$ cat src/rtl/mybus_exec_arbiter_if.sv
// MyBus execute-channel bundle between the requesting stage logic (master)
// and the execute arbiter (slave).
interface mybus_exec_arbiter_if #(
    parameter int NUM_REQ = 4,
    parameter int DATA_W  = 8
);
    logic [NUM_REQ-1:0]        req;
    logic [NUM_REQ*DATA_W-1:0] req_data;
    logic                      ready;
    logic                      isolate_req;
    logic [NUM_REQ-1:0]        gnt;
    logic                      execute1;
    logic [DATA_W-1:0]         dataTx1;
    logic                      isolate_ack;

    modport master (
        output req, req_data, ready, isolate_req,
        input  gnt, execute1, dataTx1, isolate_ack
    );

    modport slave (
        input  req, req_data, ready, isolate_req,
        output gnt, execute1, dataTx1, isolate_ack
    );
endinterface

$ cat src/rtl/mybus_exec_arbiter.sv
// Round-robin, burst-bounded arbiter for the MyBus execute channel toward S3,
// with an isolation handshake that drains and clamps the channel before acking.
module mybus_exec_arbiter #(
    parameter int NUM_REQ   = 4,
    parameter int DATA_W    = 8,
    parameter int MAX_BURST = 4
) (
    input logic                 ck,
    input logic                 srst_n,
    mybus_exec_arbiter_if.slave bus
);
    localparam int IDX_W = $clog2(NUM_REQ);
    localparam int CNT_W = 4;

    typedef enum logic [1:0] {
        ST_IDLE     = 2'd0,
        ST_GRANT    = 2'd1,
        ST_DRAIN    = 2'd2,
        ST_ISOLATED = 2'd3
    } state_t;

    state_t             r_state;
    logic [IDX_W-1:0]   r_owner;
    logic [IDX_W-1:0]   r_rr_ptr;
    logic [CNT_W-1:0]   r_cnt;
    logic [NUM_REQ-1:0] r_gnt;
    logic               r_execute1;
    logic [DATA_W-1:0]  r_data;
    logic               r_ack;

    state_t             w_state_nxt;
    logic [IDX_W-1:0]   w_owner_nxt;
    logic [IDX_W-1:0]   w_rr_ptr_nxt;
    logic [CNT_W-1:0]   w_cnt_nxt;
    logic [NUM_REQ-1:0] w_gnt_nxt;
    logic               w_ack_nxt;
    logic               w_release;
    logic               w_beat;
    logic [DATA_W-1:0]  w_beat_data;
    logic [IDX_W-1:0]   w_pick;
    logic [IDX_W:0]     w_sum;
    logic [IDX_W-1:0]   w_idx;

    assign w_beat      = (r_state == ST_GRANT) & bus.req[r_owner] & bus.ready;
    assign w_beat_data = w_beat ? bus.req_data[int'(r_owner) * DATA_W +: DATA_W] : '0;

    // Round-robin pick: scan downward so the entry closest to r_rr_ptr wins.
    always_comb begin
        w_pick = r_rr_ptr;
        w_sum  = '0;
        w_idx  = '0;
        for (int i = NUM_REQ - 1; i >= 0; i--) begin
            w_sum  = {1'b0, r_rr_ptr} + (IDX_W + 1)'(i);
            w_sum  = (w_sum >= (IDX_W + 1)'(NUM_REQ)) ? w_sum - (IDX_W + 1)'(NUM_REQ) : w_sum;
            w_idx  = w_sum[IDX_W-1:0];
            w_pick = bus.req[w_idx] ? w_idx : w_pick;
        end
    end

    // Next-state logic: grant, bounded burst release and isolation sequencing.
    always_comb begin
        w_state_nxt  = r_state;
        w_owner_nxt  = r_owner;
        w_rr_ptr_nxt = r_rr_ptr;
        w_cnt_nxt    = r_cnt;
        w_release    = 1'b0;
        case (r_state)
            ST_IDLE: begin
                if (bus.isolate_req) begin
                    w_state_nxt = ST_DRAIN;
                end else if (|bus.req) begin
                    w_state_nxt = ST_GRANT;
                    w_owner_nxt = w_pick;
                    w_cnt_nxt   = '0;
                end else begin
                    w_state_nxt = ST_IDLE;
                end
            end
            ST_GRANT: begin
                w_release = ~bus.req[r_owner]
                          | (w_beat & (r_cnt == CNT_W'(MAX_BURST - 1)))
                          | bus.isolate_req;
                if (w_release) begin
                    w_state_nxt  = ST_IDLE;
                    w_cnt_nxt    = '0;
                    w_rr_ptr_nxt = (r_owner == IDX_W'(NUM_REQ - 1)) ? '0 : r_owner + IDX_W'(1);
                end else if (w_beat) begin
                    w_cnt_nxt = r_cnt + CNT_W'(1);
                end else begin
                    w_cnt_nxt = r_cnt;
                end
            end
            ST_DRAIN: begin
                // Wait until the last accepted beat has left the output stage.
                if (!bus.isolate_req) begin
                    w_state_nxt = ST_IDLE;
                end else if (!r_execute1) begin
                    w_state_nxt = ST_ISOLATED;
                end else begin
                    w_state_nxt = ST_DRAIN;
                end
            end
            ST_ISOLATED: begin
                if (!bus.isolate_req) begin
                    w_state_nxt = ST_IDLE;
                end else begin
                    w_state_nxt = ST_ISOLATED;
                end
            end
            default: begin
                w_state_nxt = ST_IDLE;
            end
        endcase
        w_gnt_nxt = (w_state_nxt == ST_GRANT) ? (NUM_REQ'(1) << w_owner_nxt) : '0;
        w_ack_nxt = (w_state_nxt == ST_ISOLATED);
    end

    // State, grant and output-stage registers with synchronous reset.
    always_ff @(posedge ck) begin
        if (!srst_n) begin
            r_state    <= ST_IDLE;
            r_owner    <= '0;
            r_rr_ptr   <= '0;
            r_cnt      <= '0;
            r_gnt      <= '0;
            r_execute1 <= 1'b0;
            r_data     <= '0;
            r_ack      <= 1'b0;
        end else begin
            r_state    <= w_state_nxt;
            r_owner    <= w_owner_nxt;
            r_rr_ptr   <= w_rr_ptr_nxt;
            r_cnt      <= w_cnt_nxt;
            r_gnt      <= w_gnt_nxt;
            r_execute1 <= w_beat;
            r_data     <= w_beat_data;
            r_ack      <= w_ack_nxt;
        end
    end

    assign bus.gnt         = r_gnt;
    assign bus.execute1    = r_execute1;
    assign bus.dataTx1     = r_data;
    assign bus.isolate_ack = r_ack;
endmodule
$ cat src/flat_wrapper.sv
// flat-port wrapper written by rule: the top's interface ports become plain ports
module mybus_exec_arbiter_flat 
#(
    parameter int NUM_REQ   = 4,
    parameter int DATA_W    = 8,
    parameter int MAX_BURST = 4
)
  (ck, srst_n, bus_req, bus_req_data, bus_ready, bus_isolate_req, bus_gnt, bus_execute1, bus_dataTx1, bus_isolate_ack);
  mybus_exec_arbiter_if #(.NUM_REQ(NUM_REQ), .DATA_W(DATA_W)) bus_i ();
  input logic ck;
  input logic srst_n;
  input wire logic [$bits(bus_i.req)-1:0] bus_req;
  input wire logic [$bits(bus_i.req_data)-1:0] bus_req_data;
  input wire logic [$bits(bus_i.ready)-1:0] bus_ready;
  input wire logic [$bits(bus_i.isolate_req)-1:0] bus_isolate_req;
  output wire logic [$bits(bus_i.gnt)-1:0] bus_gnt;
  output wire logic [$bits(bus_i.execute1)-1:0] bus_execute1;
  output wire logic [$bits(bus_i.dataTx1)-1:0] bus_dataTx1;
  output wire logic [$bits(bus_i.isolate_ack)-1:0] bus_isolate_ack;
  assign bus_i.req = bus_req;
  assign bus_i.req_data = bus_req_data;
  assign bus_i.ready = bus_ready;
  assign bus_i.isolate_req = bus_isolate_req;
  assign bus_gnt = bus_i.gnt;
  assign bus_execute1 = bus_i.execute1;
  assign bus_dataTx1 = bus_i.dataTx1;
  assign bus_isolate_ack = bus_i.isolate_ack;
  mybus_exec_arbiter #(.NUM_REQ(NUM_REQ), .DATA_W(DATA_W), .MAX_BURST(MAX_BURST)) u_core (.ck(ck), .srst_n(srst_n), .bus(bus_i));
endmodule
$ cat config.mk
export PLATFORM = sky130hd
export DESIGN_NAME = mybus_exec_arbiter_flat
export DESIGN_NICKNAME = d
export VERILOG_FILES = /design/src/rtl/mybus_exec_arbiter_if.sv /design/src/rtl/mybus_exec_arbiter.sv /design/src/flat_wrapper.sv
export SDC_FILE = /design/constraint.sdc
export NUM_CORES = 1
export LEC_CHECK = 0
export CAP_MARGIN = 20
export CORE_ASPECT_RATIO = 1.1
export CORE_UTILIZATION = 41
export CTS_CLUSTER_SIZE = 10
export DETAILED_ROUTE_END_ITERATION = 12
export PLACE_DENSITY = 0.87
export SKIP_LAST_GASP = 1
export SYNTH_ARGS = -nofsm -noshare
export SYNTH_HDL_FRONTEND = slang
export SYNTH_SLANG_ARGS = --single-unit
$ cat constraint.sdc
create_clock -name ck -period 1.65 [get_ports ck]
set_clock_uncertainty 0.05 [all_clocks]
set_input_delay 0.165 -clock ck [delete_from_list [all_inputs] [get_ports ck]]
set_output_delay 0.165 -clock ck [all_outputs]
set_load 0.005 [all_outputs]
# Word-level counts from Yosys, hierarchy flattened
# Cells that the tools add are included.
[totals]
ff_bits = 24
out_inout_bits = 14
elab_cells = 85
[classes]
add_sub_neg = 9
magnitude_cmp = 9
n_eq_ne = 10
n_shift = 2
mux = 34
n_bitwise = 6
reduce_logical = 7
[ops]
columns = ["op", "count"]
rows = [
  ["2-bit two-way mux", 16],
  ["32-bit by 6-bit variable part select with 8-bit output", 1],
  ["4-bit two-way mux", 4],
  ["2-bit by 3-bit < comparator with 1-bit output (second input constant)", 5],
  ["1-bit binary-select mux with 2-bit select", 5],
  ["3-bit >= comparator (second input constant)", 3],
  ["2-bit equality test (second input constant)", 4],
  ["2-bit one-hot mux with 4 select lines", 1],
  ["4-bit one-hot mux with 2 select lines", 1],
  ["2-bit by 1-bit subtractor with 2-bit output (second input constant)", 4],
  ["1-bit two-way mux", 7],
  ["2-bit by 2-bit adder with 3-bit output (second input constant)", 2],
  ["2-bit AND reduction", 3],
  ["4-bit by 1-bit adder with 4-bit output (second input constant)", 1],
  ["2-bit by 1-bit equality test with 1-bit output (second input constant)", 2],
  ["4-bit by 2-bit equality test with 1-bit output (second input constant)", 1],
  ["4-bit AND reduction", 1],
  ["4-bit OR reduction", 1],
  ["1-bit by 2-bit << shifter with 4-bit output (first input constant)", 1],
  ["2-bit by 1-bit adder with 3-bit output (second input constant)", 1],
  ["1-bit bitwise AND", 3],
  ["2-bit by 3-bit >= comparator with 1-bit output (second input constant)", 1],
  ["3-bit by 2-bit inequality test with 1-bit output (second input constant)", 1],
  ["2-bit by 1-bit adder with 2-bit output (second input constant)", 1],
  ["6 further kinds", 7],
]

# Longest topological paths before layout
# Gate-level depths: netlist of the first run.
[depth]
depth_word = 13
depth_mapped = 6
depth_no_buf = 6

# Worst setup path after synthesis of the first run
# No wires, ideal clock.
[synth_path]
path_type = "register to register"
from = "register u_core.r_owner[0]"
to = "register u_core.r_rr_ptr[0]"
setup_time_ps = 69
arrival_time_ps = 1371
required_time_ps = 1531
slack_ps = 160
path_stages_with_launch = 6
path_buffers = 0
path_cell_list = "dfxtp_1 -> mux4_2 -> o311ai_2 -> and2_1 -> nand3_1 -> o21ai_1"
[synth_via]
elab_chain_cells = 8
word_cells_on_any_way = 12
classes_between = "add/sub (1); eq/ne (1); mux (3); bitwise (6); reduce/logical (1)"
[synth_lines]
columns = ["element", "line_no", "text"]
rows = [
  ["from (decl)", "mybus_exec_arbiter.sv:23", "logic [IDX_W-1:0] r_owner;"],
  ["from (signal assigned)", "mybus_exec_arbiter.sv:131", "r_owner <= w_owner_nxt;"],
  ["1-bit binary-select mux with 2-bit select", "mybus_exec_arbiter.sv:44, mybus_exec_arbiter.sv:80", ""],
  ["1-bit two-way mux (implied by the code)", "mybus_exec_arbiter.sv:44, mybus_exec_arbiter.sv:80", ""],
  ["1-bit bitwise AND (2 in series)", "mybus_exec_arbiter.sv:44", "assign w_beat = (r_state == ST_GRANT) & bus.req[r_owner] & bus.ready;"],
  ["1-bit bitwise AND", "mybus_exec_arbiter.sv:81", "| (w_beat & (r_cnt == CNT_W'(MAX_BURST - 1)))"],
  ["1-bit bitwise OR", "mybus_exec_arbiter.sv:81", ""],
  ["1-bit bitwise OR", "mybus_exec_arbiter.sv:82", "| bus.isolate_req;"],
  ["2-bit AND reduction (no source line)", "n/a", ""],
  ["to (signal assigned)", "mybus_exec_arbiter.sv:132", "r_rr_ptr <= w_rr_ptr_nxt;"],
  ["to (decl)", "mybus_exec_arbiter.sv:24", "logic [IDX_W-1:0] r_rr_ptr;"],
]
# Parallel ways exist; a longest one is shown, timed or not. The select of a mux whose other input is x is not followed.
# A chain may end at the register's enable or synchronous reset.

# Worst setup path in the final report of the first run
[layout_path]
from = "input bus_req[3]"
to = "register u_core.r_cnt[2]"
[layout_via]
elab_chain_cells = 9
word_cells_on_any_way = 14
classes_between = "eq/ne (2); mux (4); bitwise (6); reduce/logical (2)"
[layout_lines]
columns = ["element", "line_no", "text"]
rows = [
  ["from (decl)", "flat_wrapper.sv:12", "input wire logic [$bits(bus_i.req)-1:0] bus_req;"],
  ["1-bit binary-select mux with 2-bit select", "mybus_exec_arbiter.sv:44, mybus_exec_arbiter.sv:80", ""],
  ["1-bit two-way mux (implied by the code)", "mybus_exec_arbiter.sv:44, mybus_exec_arbiter.sv:80", ""],
  ["1-bit bitwise AND (2 in series)", "mybus_exec_arbiter.sv:44", ""],
  ["1-bit bitwise AND", "mybus_exec_arbiter.sv:81", ""],
  ["1-bit bitwise OR", "mybus_exec_arbiter.sv:81", ""],
  ["1-bit bitwise OR", "mybus_exec_arbiter.sv:82", ""],
  ["3-bit by 2-bit inequality test with 1-bit output (no source line) or 4-bit two-way mux (tied branches)", "n/a", ""],
  ["4-bit AND reduction (no source line) or 4-bit one-hot mux with 2 select lines (tied branches)", "n/a", ""],
  ["to (signal assigned)", "mybus_exec_arbiter.sv:133", "r_cnt <= w_cnt_nxt;"],
  ["to (decl)", "mybus_exec_arbiter.sv:25", "logic [CNT_W-1:0] r_cnt;"],
]
# Parallel ways exist; a longest one is shown, timed or not. The select of a mux whose other input is x is not followed.

==> impl_metrics.ini, run 1 <==
[clock_tree]
cts_buffers = 3
tritoncts = built
postCtsSetupBuffers = 0
clkLatencyLatePin_ps = 310
clk_transition_reported_paths_ps = 120
hold_buffers = 0
postcts_resize_cnt = 0
cts_root_buf = sky130_fd_sc_hd__clkbuf_4
cts.htree.levels = 1
clock_path_buffers = 2
clock_sink_count = 24

[finish]
final_cells = 215
num_antenna_cells = 0
layout-drive-gt1-share_pct = 19.2
p_r_area_growth_vs_syn_pct = 57.1
num-fill-cells = 209
finalNetCount = 226
final_util_pct = 68.2

[timing]
slew-limit-headroom_pct = 77.5
finalCritPeriodShare_pct = 99.2
layout_setup_ws_ps = 13.4
worstMarginPinSlew_ps = 337
finalSetupViolations = 0
totalNegativeSetupSlack_ps = 0
final_period_minus_worst_setup_slack_ps = 1640
clock.fmax_mhz = 611
final-hold-violation-count = 0
slew_viol_final = 0

[routing]
avgViaCountPerCell = 5.36
final_antenna_net_count = 0
detailedRoute.firstIterationViolations = 17
dr.pass1.iters = 4
drt-wirelength-per-cell_um = 15.1
drc = 0
detail_route.wirelength_um = 3250
route.vias.total = 1153

[logic_synthesis]
postSynthNetCount = 159
netlist_instances = 117
synth.avg_cell_area_um2 = 10.4
synth-seq-cells = 24
ys_seq_area_share_pct = 39.5
synth_cell_type_count = 35
synthesis.area_mm2 = 0.00122
synth_warnings = 0

[global_routing]
grt_max_usage_layer = met2
pin_count_of_the_biggest_net_entering_global_routing = 13
groute.layer.met2.usage_pct = 41.3
globalRouteOverflowTotal = 0
initial_antenna_violation_count = 0
grt.total_usage_pct = 21.0
first_global_vias = 1137
met1_usage_pct = 21.1
met3_grt_util_pct = 3.85
wire_length_of_the_first_global_routing_pass_um = 4860

[setup_path]
critical_path_required_ps = 1810
ff2ff_setup_slack_ps = 60
critPathCapture = u_core.r_cnt[2]
end_kind = flop
crit_arrival_ps = 1800
timing.reg2reg.worst_path_depth = 5
worst-setup-path-type = input pin to flop
critical_path_peak_fanout = 5
timing.rr.start = u_core.r_owner[0]
crit_path_start_kind = input pin
critPathLaunch = bus_req[3]
critical_path.reg2reg.endpoint = u_core.r_cnt[2]

[run_status]
run_status = complete, no violations

[die]
floorplan.die.height_um = 59.1
core_area_mm2 = 0.00280
total_die_area_mm2 = 0.00319
die_x_um = 53.9
rows = 20
initial_utilization_pct = 43.4
boundaryPins = 54

[pwr]
ir_drop_mv = 0.438
power_uw = 1150
total_leakage_power_uw = 0.000717
power_per_cell_area_mw_per_mm2 = 604

[place]
place_inst = 212
place.port_buffers = 53
globalplace.congestion = 0.928
detailedPlacementHpwl_um = 2510
pre_cts_slack_ps = -316

[flow_run]
cap_violations = 0

[worst_hold_path]
min-delay-path-class = flop to flop
==> power by group <==
part	internal, µW	total (µW)	switching, µW
registers	596	609	13.5
logic	190	299	110
clock network	85.2	245	160
total	871	1150	283
==> stage by stage <==
stage	hold slack [ps]	instance area, µm²
2_1_floorplan	283	1220
3_3_place_gp	415	1860
3_5_place_dp	430	1860
4_1_cts	449	1890
5_1_grt	484	1910
6_report	447	1910
==> cell families (layout without fill, tap and decap cells) <==
logic type      Yosys count  in the layout  share of synthesized area (%)
simple gates             52             52                           23.4
xor+xnor                  3              3                           2.16
buf+inv                   7             72                           2.47
flops                    24             24                           39.5
compound gates           18             18                           12.0
fa+ha+maj                 2              2                           2.06
mux                      11             11                           18.4
==> synthesized netlist by cell type <==
| master | instances | area, µm² |
|---|---|---|
| sky130_fd_sc_hd__a211oi_1 | 1 | 7.51 |
| sky130_fd_sc_hd__a21bo_1 | 1 | 10.0 |
| sky130_fd_sc_hd__a21oi_1 | 3 | 15.0 |
| sky130_fd_sc_hd__a21oi_4 | 1 | 16.3 |
| sky130_fd_sc_hd__and2_1 | 4 | 25.0 |
| sky130_fd_sc_hd__and2b_2 | 1 | 8.76 |
| sky130_fd_sc_hd__clkbuf_1 | 2 | 7.51 |
| sky130_fd_sc_hd__clkbuf_4 | 1 | 7.51 |
| sky130_fd_sc_hd__dfxtp_1 | 24 | 480 |
| sky130_fd_sc_hd__ha_1 | 2 | 25.0 |
| sky130_fd_sc_hd__inv_1 | 4 | 15.0 |
| sky130_fd_sc_hd__mux2_1 | 1 | 11.3 |
| sky130_fd_sc_hd__mux2i_1 | 1 | 10.0 |
| sky130_fd_sc_hd__mux4_2 | 9 | 203 |
| sky130_fd_sc_hd__nand2_1 | 8 | 30.0 |
| sky130_fd_sc_hd__nand2_4 | 1 | 11.3 |
| sky130_fd_sc_hd__nand2b_1 | 5 | 31.3 |
| sky130_fd_sc_hd__nand3_1 | 3 | 15.0 |
| sky130_fd_sc_hd__nand4_1 | 1 | 6.26 |
| sky130_fd_sc_hd__nor2_1 | 13 | 48.8 |
| sky130_fd_sc_hd__nor2b_1 | 10 | 62.6 |
| sky130_fd_sc_hd__nor3_1 | 2 | 10.0 |
| sky130_fd_sc_hd__nor3_2 | 1 | 10.0 |
| sky130_fd_sc_hd__nor3b_1 | 1 | 7.51 |
| sky130_fd_sc_hd__o211ai_1 | 2 | 15.0 |
| sky130_fd_sc_hd__o21a_1 | 1 | 7.51 |
| sky130_fd_sc_hd__o21ai_0 | 2 | 10.0 |
| sky130_fd_sc_hd__o21ai_1 | 3 | 15.0 |
| sky130_fd_sc_hd__o21ai_2 | 1 | 8.76 |
| sky130_fd_sc_hd__o311ai_2 | 1 | 16.3 |
| sky130_fd_sc_hd__o32ai_1 | 1 | 8.76 |
| sky130_fd_sc_hd__o41ai_2 | 1 | 16.3 |
| sky130_fd_sc_hd__or2_2 | 1 | 6.26 |
| sky130_fd_sc_hd__or4_4 | 1 | 11.3 |
| sky130_fd_sc_hd__xnor2_1 | 3 | 26.3 |
==> critical path, cell delays in order <==
cell and delay, ps:
sky130_fd_sc_hd__clkdlybuf4s50_1 490, sky130_fd_sc_hd__or4_4 560, sky130_fd_sc_hd__a21oi_4 220, sky130_fd_sc_hd__nor3b_1 110, sky130_fd_sc_hd__xnor2_1 170, sky130_fd_sc_hd__nor2_1 70
==> sequential cells by signal (all words and copies together), names as in the netlist <==
| register | cells |
|---|---|
| u_core.bus.execute1 | 1 |
| u_core.r_cnt | 4 |
| u_core.r_owner | 2 |
| u_core.bus.isolate_ack | 1 |
| u_core.r_rr_ptr | 2 |
| u_core.bus.gnt | 4 |
| u_core.bus.dataTx1 | 8 |
| u_core.r_state | 2 |
==> worst min path at each step <==
stage,startpoint,endpoint,slack (ps),cells after the start
global route,srst_n,u_core.r_owner[1],480,3
CTS,u_core.r_rr_ptr[0],u_core.r_rr_ptr[0],450,2
finish,u_core.r_rr_ptr[0],u_core.r_rr_ptr[0],450,2
detailed placement,u_core.r_rr_ptr[0],u_core.r_rr_ptr[0],430,2
global placement,u_core.r_rr_ptr[0],u_core.r_rr_ptr[0],410,2
floorplan,bus_isolate_req,u_core.r_state[1],280,2
==> cells in the final DEF (no fill, tap or decap), types with 3 or more instances in the layout <==
master and n:
sky130_fd_sc_hd__o21ai_1 4, sky130_fd_sc_hd__buf_4 12, sky130_fd_sc_hd__nor2b_1 10, sky130_fd_sc_hd__and2_1 4, sky130_fd_sc_hd__clkdlybuf4s50_1 51, sky130_fd_sc_hd__nand2b_1 5
sky130_fd_sc_hd__xnor2_1 3, sky130_fd_sc_hd__nand2_1 8, sky130_fd_sc_hd__clkbuf_4 3, sky130_fd_sc_hd__inv_1 4, sky130_fd_sc_hd__nand3_1 3, sky130_fd_sc_hd__dfxtp_1 23
sky130_fd_sc_hd__nor2_1 12, sky130_fd_sc_hd__mux4_2 9, sky130_fd_sc_hd__a21oi_1 3
==> per-layer routing <==
metal / vias up / part of all wire, %
li1: 545 / -
met1: 551 / 36
met2: 50 / 52
met3: 7 / 11
met4: 0 / 1.3
met5: - / 0
==> area by class of cell <==
cell class	count	area, µm²	area share (%)
multi-input combinational	86	724	37.9
clock buffer	3	22.5	1.18
sequential	24	482	25.2
timing repair buffer	65	626	32.7
tap	33	41.3	2.16
inverter	4	15.0	0.786
Power figures use the tool's default switching activity.
==> run 2: changes to the inputs <==
--- a/config.mk
+++ b/config.mk
@@ -10,6 +10,7 @@
 export CORE_UTILIZATION = 41
 export CTS_CLUSTER_SIZE = 10
 export DETAILED_ROUTE_END_ITERATION = 12
+export GPL_ROUTABILITY_DRIVEN = 0
 export PLACE_DENSITY = 0.87
 export SKIP_LAST_GASP = 1
 export SYNTH_ARGS = -nofsm -noshare
==> results of run 2 <==
Same layout as run 1: the final DEF is identical, and so are final timing and power.
==> run 3: changes to the inputs <==
--- a/config.mk
+++ b/config.mk
@@ -5,7 +5,7 @@
 export SDC_FILE = /design/constraint.sdc
 export NUM_CORES = 1
 export LEC_CHECK = 0
-export CAP_MARGIN = 20
+export CAP_MARGIN = 15
 export CORE_ASPECT_RATIO = 1.1
 export CORE_UTILIZATION = 41
 export CTS_CLUSTER_SIZE = 10
@@ -13,6 +13,7 @@
 export GPL_ROUTABILITY_DRIVEN = 0
 export PLACE_DENSITY = 0.87
 export SKIP_LAST_GASP = 1
+export SLEW_MARGIN = 20
 export SYNTH_ARGS = -nofsm -noshare
 export SYNTH_HDL_FRONTEND = slang
 export SYNTH_SLANG_ARGS = --single-unit
==> results of run 3 <==
Same layout as run 1: the final DEF is identical, and so are final timing and power.
==> patch, RTL diff (config.mk and constraints of run 3) <==
Compare `r_cnt` against `CNT_W'(MAX_BURST - 1)` with >= in place of ==.
--- a/src/rtl/mybus_exec_arbiter.sv
+++ b/src/rtl/mybus_exec_arbiter.sv
@@ -78,7 +78,7 @@
             end
             ST_GRANT: begin
                 w_release = ~bus.req[r_owner]
-                          | (w_beat & (r_cnt == CNT_W'(MAX_BURST - 1)))
+                          | (w_beat & (r_cnt >= CNT_W'(MAX_BURST - 1)))
                           | bus.isolate_req;
                 if (w_release) begin
                     w_state_nxt  = ST_IDLE;
Function: no difference found for any inputs over 10 cycles, from zero or initial values and one cycle with srst_n low; that may be too few to reach the edited logic, so the function may still have changed.
==> patch against run 3 <==
Sequential cell count unchanged. Count of clock-buffer cells in the layout unchanged. Combinational power decreased by 2%. Area after synthesis decreased by 5.0%. Critical path depth decreased by 2. Setup slack improved by 20 ps. Cell area decreased by 1.1%. Via count decreased by 2.9%. Total power increased by 0.31%. Hold slack got worse by 1.7 ps. First-iteration DRC count increased by 18%. Routed wire length increased by 3.2%. Largest cell class unchanged. Critical path type is now flip-flop to flip-flop. Largest power group unchanged.
==> patch: results (changes against run 3) <==
clock latency on the worst-skew pair: 320 ps
Ys Warns: 0 (unchanged)
Highest Signal Layer: met4
Yosys cell types: 37 (+5.7%)
CP peak stage delay: 580 ps (+20 ps)
combinational share of power: 25.4% (-0.6 points)
sw power: 0.000288 W (+1.9%)
WP data arrival: 1790 ps
drt total wl: 3350 µm (+3.2%)
pre-CTS setup slack: -226 ps (+89.1 ps)
Reg clk slew, reported paths: 120 ps (about the same)
Port Buffers: 53 (unchanged)
worst slew pin tran: 527 ps (+190 ps)
DRT Pass-1 Iters: 4 (unchanged)
vias in the first global route: 1178 (+3.6%)
Routed met1 length: 1200 µm (+3.4%)
register-to-register setup slack: 30 ps (-30 ps)
DR vias/cell: 5.49 (+2.4%)
ANT cells: 0 (unchanged)
routed wl met2: 1840 µm (+9.6%)
hold path start: srst_n
Placed Cells: 201 (-5.2%)
H-tree Lvls: 1 (unchanged)
Worst setup startpoint: u_core.r_owner[0]
detailed placer's ending HPWL: 2610 µm (+3.9%)
Cells after Synth: 106 (-9.4%)
total CTS buffers: 3 (unchanged)
Clock Tree Root: clkbuf_4
critical path peak fanout: 5 (unchanged)
Slew Limit Fails: 0 (unchanged)
Initial DRC Count: 20 (+3)
first-pass GRT wire length: 4980 µm (+2.6%)
WL per Instance: 16.4 µm (+8.7%)
All-Layer GR Usage: 22.7% (+1.7 points)
share of cells above drive strength 1: 23.1% (+3.9 points)
Post-synth top flop: dfxtp_1
run status: complete, no violations
Peak supply drop: 598 µV (+36%)
register area share after synthesis: 41.6% (+2.1 points)
initial antenna violation count: 0 (unchanged)
pin count of the biggest net entering global routing: 13 (unchanged)
Largest register FFs: 8 (unchanged)
Net Count, Synth: 148 (-6.9%)
leak pwr: 0.692 nW (-3.5%)
met3 routed WL: 224 µm (-39%)
most frequent cells after synthesis: dfxtp_1 (24), nor2b_1 (13), mux4_2 (9)
crit-path leading delay family: multiplexers
worst hold path type: input port to flip-flop
clock-net power: 0.000253 W (+3%)
NumNets Final: 217 (-4.0%)
CTS max path bufs: 2 (unchanged)
Slowest-stage cell, CP: mux4_2
fraction of registers with async set/reset: 0% (unchanged)
top post-synthesis cells by area: dfxtp_1 (42%), mux4_2 (18%), nor2b_1 (7.0%)
setup ws final: 33.4 ps (+20.1 ps)
[patch: layout make-up]
cell class	count	area, µm²
sequential	24	484
timing repair buffer	68	659
multi-input combinational	74	669
fill	184	702
clock buffer	3	22.5
inverter	4	15.0
tap	31	38.8
[patch: repair_timing]
action	CTS	global route
setup endpoints to repair	2	8
resized for setup	0	10
gates cloned	0	0
setup buffers	0	0
pin swaps	0	2
[patch: path summary, 6_finish.rpt]
path | endpoint | cells after the start
min reg2reg | u_core.r_cnt[1] | 2
min | u_core.r_rr_ptr[1] | 3
max reg2reg | u_core.r_cnt[0] | 4
max | u_core.r_cnt[0] | 4
[patch: routing by layer]
metal / global-route usage [%] / up-vias
li1: - / 536
met1: 22.7 / 523
met2: 43.9 / 50
met3: 3.67 / 11
met4: 10.5 / 0
met5: 0 / -
[patch: logic make-up (layout without fill, tap and decap cells)]
group	Yosys count	after routing	synth area share [%]
flip-flops	24	24	41.6
AND/OR/NAND/NOR	41	41	20.4
multiplexers	9	9	17.6
XOR/XNOR	1	1	0.759
adder cells (fa/ha/maj)	2	2	2.17
buffers and inverters	8	75	3.14
AO/OA/AOI/OAI	21	21	14.4
[patch: tightest hold or removal path: cells and delay by family]
family | cells | cell delay (ps)
AND/OR/NAND/NOR | 1 | 100
buffers and inverters | 1 | 470
AO/OA/AOI/OAI | 1 | 50
[patch: metrics by stage]
stage,cell area (µm²),utilization (%),hold WS (ps),setup TNS [ps],total power (W)
floorplan,1150,-,253,0,0.000742
global placement,1830,70.5,399,-1980,0.000892
detailed placement,1830,70.5,437,-2780,0.000905
CTS,1850,71.4,447,-12.4,0.00115
global route,1890,72.9,453,-4.40,0.00121
finish,1890,72.9,445,0,0.00116
